## config.mk

```make
export PLATFORM = sky130hd
export DESIGN_NAME = sopc_run_ctrl
export DESIGN_NICKNAME = d
export VERILOG_FILES = /design/src/rtl/sopc_run_ctrl_pkg.sv /design/src/rtl/sopc_run_ctrl_dncnt.sv /design/src/rtl/sopc_run_ctrl.sv
export SDC_FILE = /design/constraint.sdc
export NUM_CORES = 1
export LEC_CHECK = 0
export BUFFER_PORTS_ARGS = -buffer_cell sky130_fd_sc_hd__buf_2
export CORE_MARGIN = 8
export CORE_UTILIZATION = 40
export CTS_CLUSTER_DIAMETER = 100
export DETAILED_ROUTE_END_ITERATION = 6
export PLACE_DENSITY = 0.61
export SKIP_CTS_REPAIR_TIMING = 1
export SYNTH_ARGS = -nofsm -noshare
export SYNTH_HDL_FRONTEND = slang
export SYNTH_SLANG_ARGS = --single-unit
export TNS_END_PERCENT = 1
```

## constraint.sdc

```tcl
create_clock -name clk -period 3.1 [get_ports clk]
set_input_delay 0.465 -clock clk [delete_from_list [all_inputs] [get_ports clk]]
set_output_delay 0.465 -clock clk [all_outputs]
set_load 0.005 [all_outputs]
```

## src/rtl/sopc_run_ctrl_pkg.sv

```systemverilog
// Shared types and constants for the SoPC run controller.
package run_ctrl_pkg;

  typedef enum logic [1:0] {
    RST_HOLD = 2'd0,
    RUN      = 2'd1,
    HALT     = 2'd2,
    DONE     = 2'd3
  } run_state_e;

  localparam logic RstEnable  = 1'b1;
  localparam logic RstDisable = 1'b0;

  localparam int DEF_N_HALT         = 2;
  localparam int DEF_RST_CYCLES     = 10;
  localparam int DEF_TIMEOUT_CYCLES = 500;
  localparam int DEF_CNT_W          = 32;
  localparam int DEF_LEN_W          = 8;

endpackage

```

## src/rtl/sopc_run_ctrl_dncnt.sv

```systemverilog
// Loadable down-counter that stops at zero and flags it; used for the reset
// hold time and the halt length.
module run_ctrl_dncnt
  import run_ctrl_pkg::*;
#(
  parameter int             W       = 8,
  parameter logic [W-1:0]   RST_VAL = {W{1'b0}}
) (
  input  logic         clk,
  input  logic         rst,
  input  logic         load_i,
  input  logic [W-1:0] load_val_i,
  input  logic         dec_i,
  output logic         zero_o
);

  logic [W-1:0] cnt_q, cnt_d;

  assign zero_o = (cnt_q == {W{1'b0}});

  // load wins over decrement; the count never goes below zero
  always_comb begin
    cnt_d = cnt_q;
    if (load_i) begin
      cnt_d = load_val_i;
    end else if (dec_i && !zero_o) begin
      cnt_d = cnt_q - W'(1);
    end else begin
      cnt_d = cnt_q;
    end
  end

  always_ff @(posedge clk) begin
    if (rst == RstEnable) begin
      cnt_q <= RST_VAL;
    end else begin
      cnt_q <= cnt_d;
    end
  end

endmodule

```

## src/rtl/sopc_run_ctrl.sv

```systemverilog
// Run controller for openmips_min_sopc: core reset sequence, halt requests and
// cycle timeout. Optional macro RUN_CTRL_SIM_STOP_EN stops simulation when done rises.
module sopc_run_ctrl
  import run_ctrl_pkg::*;
#(
  parameter int N_HALT         = DEF_N_HALT,
  parameter int RST_CYCLES     = DEF_RST_CYCLES,
  parameter int TIMEOUT_CYCLES = DEF_TIMEOUT_CYCLES,
  parameter int CNT_W          = DEF_CNT_W,
  parameter int LEN_W          = DEF_LEN_W
) (
  input  logic              clk,
  input  logic              rst,
  input  logic              soft_restart,
  input  logic              halt_cmd_valid,
  output logic              halt_cmd_ready,
  input  logic [N_HALT-1:0] halt_cmd_mask,
  input  logic [LEN_W-1:0]  halt_cmd_len,
  output logic              cpu_rst,
  output logic [N_HALT-1:0] halt_req,
  output logic [CNT_W-1:0]  cycle_cnt,
  output logic              done
);

  localparam int                HOLD_W    = (RST_CYCLES > 1) ? $clog2(RST_CYCLES) : 1;
  localparam logic [HOLD_W-1:0] HOLD_LAST = HOLD_W'(RST_CYCLES - 1);
  localparam logic [CNT_W-1:0]  TO_LAST   = CNT_W'(TIMEOUT_CYCLES - 1);
  localparam logic              TO_EN     = (TIMEOUT_CYCLES != 0);

  run_state_e        state_q, state_d;
  logic [CNT_W-1:0]  cnt_q, cnt_d;
  logic              done_q, done_d;
  logic [N_HALT-1:0] mask_q, mask_d;
  logic [N_HALT-1:0] halt_req_q, halt_req_d;
  logic              cpu_rst_q, ready_q;

  logic hold_zero_s, hold_load_s, hold_dec_s;
  logic halt_zero_s, halt_load_s, halt_dec_s;
  logic timeout_hit_s, cmd_go_s;

  assign timeout_hit_s = TO_EN && (cnt_q == TO_LAST);
  // zero-length or empty-mask commands are accepted but do nothing
  assign cmd_go_s = halt_cmd_valid && (state_q == RUN)
                    && (halt_cmd_len != {LEN_W{1'b0}})
                    && (halt_cmd_mask != {N_HALT{1'b0}});

  assign hold_load_s = (state_d == RST_HOLD) && (soft_restart || (state_q != RST_HOLD));
  assign hold_dec_s  = (state_q == RST_HOLD);
  assign halt_load_s = (state_q == RUN) && (state_d == HALT);
  assign halt_dec_s  = (state_q == HALT);

  run_ctrl_dncnt #(.W(HOLD_W), .RST_VAL(HOLD_LAST)) u_hold_cnt (
    .clk        (clk),
    .rst        (rst),
    .load_i     (hold_load_s),
    .load_val_i (HOLD_LAST),
    .dec_i      (hold_dec_s),
    .zero_o     (hold_zero_s)
  );

  run_ctrl_dncnt #(.W(LEN_W), .RST_VAL({LEN_W{1'b0}})) u_halt_cnt (
    .clk        (clk),
    .rst        (rst),
    .load_i     (halt_load_s),
    .load_val_i (halt_cmd_len - LEN_W'(1)),
    .dec_i      (halt_dec_s),
    .zero_o     (halt_zero_s)
  );

  always_comb begin
    state_d = state_q;
    cnt_d   = cnt_q;
    done_d  = done_q;
    mask_d  = mask_q;
    if (soft_restart) begin
      state_d = RST_HOLD;
      cnt_d   = {CNT_W{1'b0}};
      done_d  = 1'b0;
      mask_d  = {N_HALT{1'b0}};
    end else begin
      case (state_q)
        RST_HOLD: begin
          if (hold_zero_s) begin
            state_d = RUN;
          end else begin
            state_d = RST_HOLD;
          end
        end
        RUN: begin
          if (timeout_hit_s) begin
            state_d = DONE;
            done_d  = 1'b1;
          end else begin
            cnt_d = cnt_q + CNT_W'(1);
            if (cmd_go_s) begin
              state_d = HALT;
              mask_d  = halt_cmd_mask;
            end else begin
              state_d = RUN;
            end
          end
        end
        HALT: begin
          if (timeout_hit_s) begin
            state_d = DONE;
            done_d  = 1'b1;
            mask_d  = {N_HALT{1'b0}};
          end else begin
            cnt_d = cnt_q + CNT_W'(1);
            if (halt_zero_s) begin
              state_d = RUN;
              mask_d  = {N_HALT{1'b0}};
            end else begin
              state_d = HALT;
            end
          end
        end
        DONE: begin
          state_d = DONE;
        end
        default: begin
          state_d = RST_HOLD;
          cnt_d   = {CNT_W{1'b0}};
          done_d  = 1'b0;
          mask_d  = {N_HALT{1'b0}};
        end
      endcase
    end
  end

  always_comb begin
    halt_req_d = {N_HALT{1'b0}};
    case (state_d)
      HALT:    halt_req_d = mask_d;
      DONE:    halt_req_d = {N_HALT{1'b1}};
      default: halt_req_d = {N_HALT{1'b0}};
    endcase
  end

  // outputs are decoded from the next state so they line up with state_q
  always_ff @(posedge clk) begin
    if (rst == RstEnable) begin
      state_q    <= RST_HOLD;
      cnt_q      <= {CNT_W{1'b0}};
      done_q     <= 1'b0;
      mask_q     <= {N_HALT{1'b0}};
      halt_req_q <= {N_HALT{1'b0}};
      cpu_rst_q  <= 1'b1;
      ready_q    <= 1'b0;
    end else begin
      state_q    <= state_d;
      cnt_q      <= cnt_d;
      done_q     <= done_d;
      mask_q     <= mask_d;
      halt_req_q <= halt_req_d;
      cpu_rst_q  <= (state_d == RST_HOLD);
      ready_q    <= (state_d == RUN);
    end
  end

  assign halt_cmd_ready = ready_q;
  assign cpu_rst        = cpu_rst_q;
  assign halt_req       = halt_req_q;
  assign cycle_cnt      = cnt_q;
  assign done           = done_q;

`ifdef RUN_CTRL_SIM_STOP_EN
  always @(posedge clk) begin
    if ((rst == RstDisable) && (state_q != DONE) && (state_d == DONE)) begin
      $display("sopc_run_ctrl: timeout at cycle_cnt=%0d", cnt_q);
      $stop;
    end
  end
`else
  // done is the only stop indication in this build
`endif

endmodule

```

==> results.py <==
metrics = {
    "run_status": {
        "outcome": "completed",
    },
    "power": {
        "power_per_cell_area_nw_per_um2": 350,
        "power_mw": 1.16,
        "leakage_nw": 1.27,
        "peakVddDrop_v": 0.000244,
    },
    "timing": {
        "rsz0062_at_grt": "false",
        "hold_violations": 0,
        "worstMarginPinSlew_ps": 682,
        "fin_crit_sh": 0.903,
        "finClkSkew_ps": 13.3,
        "tns_ps": 0,
        "maxSlewViolCount": 0,
        "max_freq_mhz": 357,
        "holdWs_ps": 386,
        "setup_viol_count_final": 0,
        "setup_slack_ps": 301,
        "post-route-min-period_ps": 2800,
        "slew_headroom": 0.545,
    },
    "cts": {
        "clkTransAtPathRegs_ps": 100,
        "cts_sinks": 53,
        "root_buffer": "clkbuf_8",
        "htree_levels": 2,
        "tritoncts": "yes",
        "clockBufferDepth": 2,
        "clock_latency_ps": 310,
        "cts_buffers": 5,
    },
    "flow_run": {
        "drv_cap": 0,
    },
    "floorplan": {
        "placementRows": 30,
        "coreArea_um2": 6790,
        "die_width_um": 99.9,
        "dieHeight_um": 99.9,
        "pin_count": 51,
        "die-area_um2": 9990,
        "start_util": 0.415,
    },
    "global_route": {
        "grt_pass1_vias": 2372,
        "grt_overflow": 0,
        "grt.total_usage": 0.135,
        "grt_max_degree": 35,
        "antenna_found_initial": 0,
        "grt_pass1_wl_um": 11200,
    },
    "logic_synthesis": {
        "synth_cells": 331,
        "ys_seq_elements": 53,
        "synth_edf_count": 0,
        "async_reset_ff_frac": 0,
        "netlist_area_um2": 2820,
        "yosysSeqAreaShare": 0.377,
        "synth_cell_types": 46,
        "syn_nets": 354,
        "synthFlopType": "dfxtp_1",
        "avgSynthCellArea_um2": 8.51,
        "yosys_warnings": 0,
    },
    "worst_setup_path": {
        "rr_startpoint": "u_halt_cnt.cnt_q[0]$_SDFFE_PP0P_",
        "crit_required_ps": 3290,
        "ff2ff_path_depth": 10,
        "cp_common_cell": "and3_1",
        "crit_type": "flop to flop",
        "timing.rr.end": "u_halt_cnt.cnt_q[6]$_SDFFE_PP0P_",
        "reg2reg_setup_slack_ps": 300,
        "end_kind": "flop",
        "crit_path_max_fanout": 6,
        "worstPathCellList": "nor4_1 > a311oi_2 > and3_1 > and3_1 > mux2i_1 > ha_1 > nand3b_1 > nor4_2 > xnor2_1 > a21oi_1",
        "cp-startpoint": "u_halt_cnt.cnt_q[0]$_SDFFE_PP0P_",
        "cp-start-kind": "flop",
        "worst_path_max_delay_cell": "nor4_1",
        "cp.arrival_ps": 2990,
        "cpPeakStageDelay_ps": 570,
    },
    "detailed_routing": {
        "post-route-drc-count": 0,
        "drtIter0Drc": 96,
        "first_pass_iters": 4,
        "totalWireLength_um": 6560,
        "wl_met1_um": 3170,
        "routedWlPerCell_um": 13.7,
        "vias_per_cell": 5.05,
        "dr_wl_met3_um": 259,
        "drtAntennaViolNets": 0,
        "via_count": 2425,
        "dr_wl_met2_um": 3060,
        "route.top_layer_used": "met4",
    },
    "placed_design": {
        "dp_slack_ps": 274,
        "io_buffers": 50,
        "dpl.hpwl_um": 4880,
        "gp_congestion": 0.844,
    },
    "worst_hold_path": {
        "hold_start": "halt_cmd_len[0]",
        "whs_endpoint": "u_halt_cnt.cnt_q[0]$_SDFFE_PP0P_",
        "hold_path_depth": 2,
        "hold_path.class": "input port to flop",
    },
    "layout": {
        "antenna-diode-count": 0,
        "fillers": 672,
        "layout.nets": 406,
        "synthToLayoutAreaGrowth_pct": 17.3,
        "layout-drive-gt1-share": 0.229,
    },
}
[power by group]
group          total, mW  leakage (nW)  internal [mW]  switching (mW)
logic             0.0451         0.793         0.0173          0.0279
registers          0.684         0.427          0.683         0.00161
clock network      0.426        0.0518          0.186           0.240
[layout by cell type (no fill, tap or decap), types with 2 or more instances in the layout]
| cell type | instances |
|---|---|
| ha_1 | 9 |
| nand3_1 | 18 |
| and4_1 | 3 |
| o21ai_0 | 5 |
| a311oi_1 | 2 |
| nor4_2 | 6 |
| nand4_1 | 7 |
| nor4_1 | 8 |
| dfxtp_1 | 53 |
| o311a_1 | 3 |
| inv_1 | 17 |
| nand2_1 | 29 |
| xnor2_1 | 21 |
| buf_4 | 5 |
| mux2i_1 | 3 |
| o211ai_1 | 3 |
| and3_1 | 5 |
| nor3_2 | 8 |
| and2_1 | 4 |
| a21oi_1 | 10 |
| nor2_1 | 52 |
| nor3_1 | 7 |
| a211o_1 | 2 |
| clkbuf_8 | 6 |
| xor2_1 | 20 |
| a211oi_1 | 5 |
| buf_2 | 50 |
[flip-flops by register name, summed over array words and instances (netlist names)]
signal	cells
done	1
u_halt_cnt.cnt_q	8
halt_cmd_ready	1
halt_req	2
cycle_cnt	32
state_q	2
u_hold_cnt.cnt_q	4
mask_q	2
cpu_rst	1
[worst max-delay path by stage]
stage                                  endpoint  depth (start not counted)
3_3_place_gp   u_halt_cnt.cnt_q[6]$_SDFFE_PP0P_                         10
2_1_floorplan  u_halt_cnt.cnt_q[6]$_SDFFE_PP0P_                         12
6_report       u_halt_cnt.cnt_q[6]$_SDFFE_PP0P_                         10
3_5_place_dp   u_halt_cnt.cnt_q[6]$_SDFFE_PP0P_                         10
4_1_cts        u_halt_cnt.cnt_q[6]$_SDFFE_PP0P_                         10
5_1_grt        u_halt_cnt.cnt_q[6]$_SDFFE_PP0P_                         11
[through the flow]
| stage | instances | utilization | area, um2 |
|---|---|---|---|
| 6_report | 480 | 0.487 | 3310 |
| 5_1_grt | 480 | 0.487 | 3310 |
| 3_3_place_gp | 472 | 0.468 | 3180 |
| 2_1_floorplan | 331 | - | 2820 |
| 4_1_cts | 480 | 0.483 | 3280 |
| 3_5_place_dp | 472 | 0.468 | 3180 |
[critical path: cells and delay by family (launching register included)]
kind	cells	cell delay, ps
AOI/OAI and AO/OA	2	290
xor gates and xnor gates	1	160
adders and majority gates	1	240
DFF	1	360
muxes	1	180
and+or+nand+nor	5	1440
[metal layers]
metal,up-vias,global-route usage
li1,1259,-
met4,0,0.0419
met5,-,0
met3,7,0.0291
met1,1110,0.176
met2,49,0.217
[area by class of cell]
class                      count  area [um2]  area share
tap                           96         120      0.0363
clock buffer                   6        82.6      0.0250
sequential                    53        1060       0.321
timing repair buffer          55         288      0.0871
multi-input combinational    251        1670       0.506
clock inverter                 2        17.5     0.00530
inverter                      17        63.8      0.0193
[cell families after synthesis]
logic type	Yosys count	share of synthesized area
simple gates	160	0.310
flops	53	0.377
xor+xnor	41	0.127
compound gates	38	0.0964
buf+inv	27	0.0391
fa+ha+maj	9	0.0400
mux	3	0.0107
[cell usage after synthesis (2+ instances only)]
cell type  number  area (um2)
ha_1            9         113
o311a_1         3        30.0
inv_1          17        63.8
xor2_1         20         175
and4_1          4        35.0
clkbuf_1        8        30.0
xnor2_1        21         184
a21oi_1        10        50.1
nor4_1         11        68.8
o211ai_1        3        22.5
a311oi_1        3        26.3
and2_1          4        25.0
dfxtp_1        53        1060
o21ai_0         5        25.0
nand4_1         7        43.8
nand3_1        18        90.1
nor3_1          7        35.0
nor4_2          3        37.5
nor2_1         52         195
a211oi_1        5        37.5
a211o_1         2        17.5
and3_1          5        31.3
nor3_2          8        80.1
nand2_1        29         109
mux2i_1         3        30.0
Note: power is estimated with default switching activity, not from simulation.
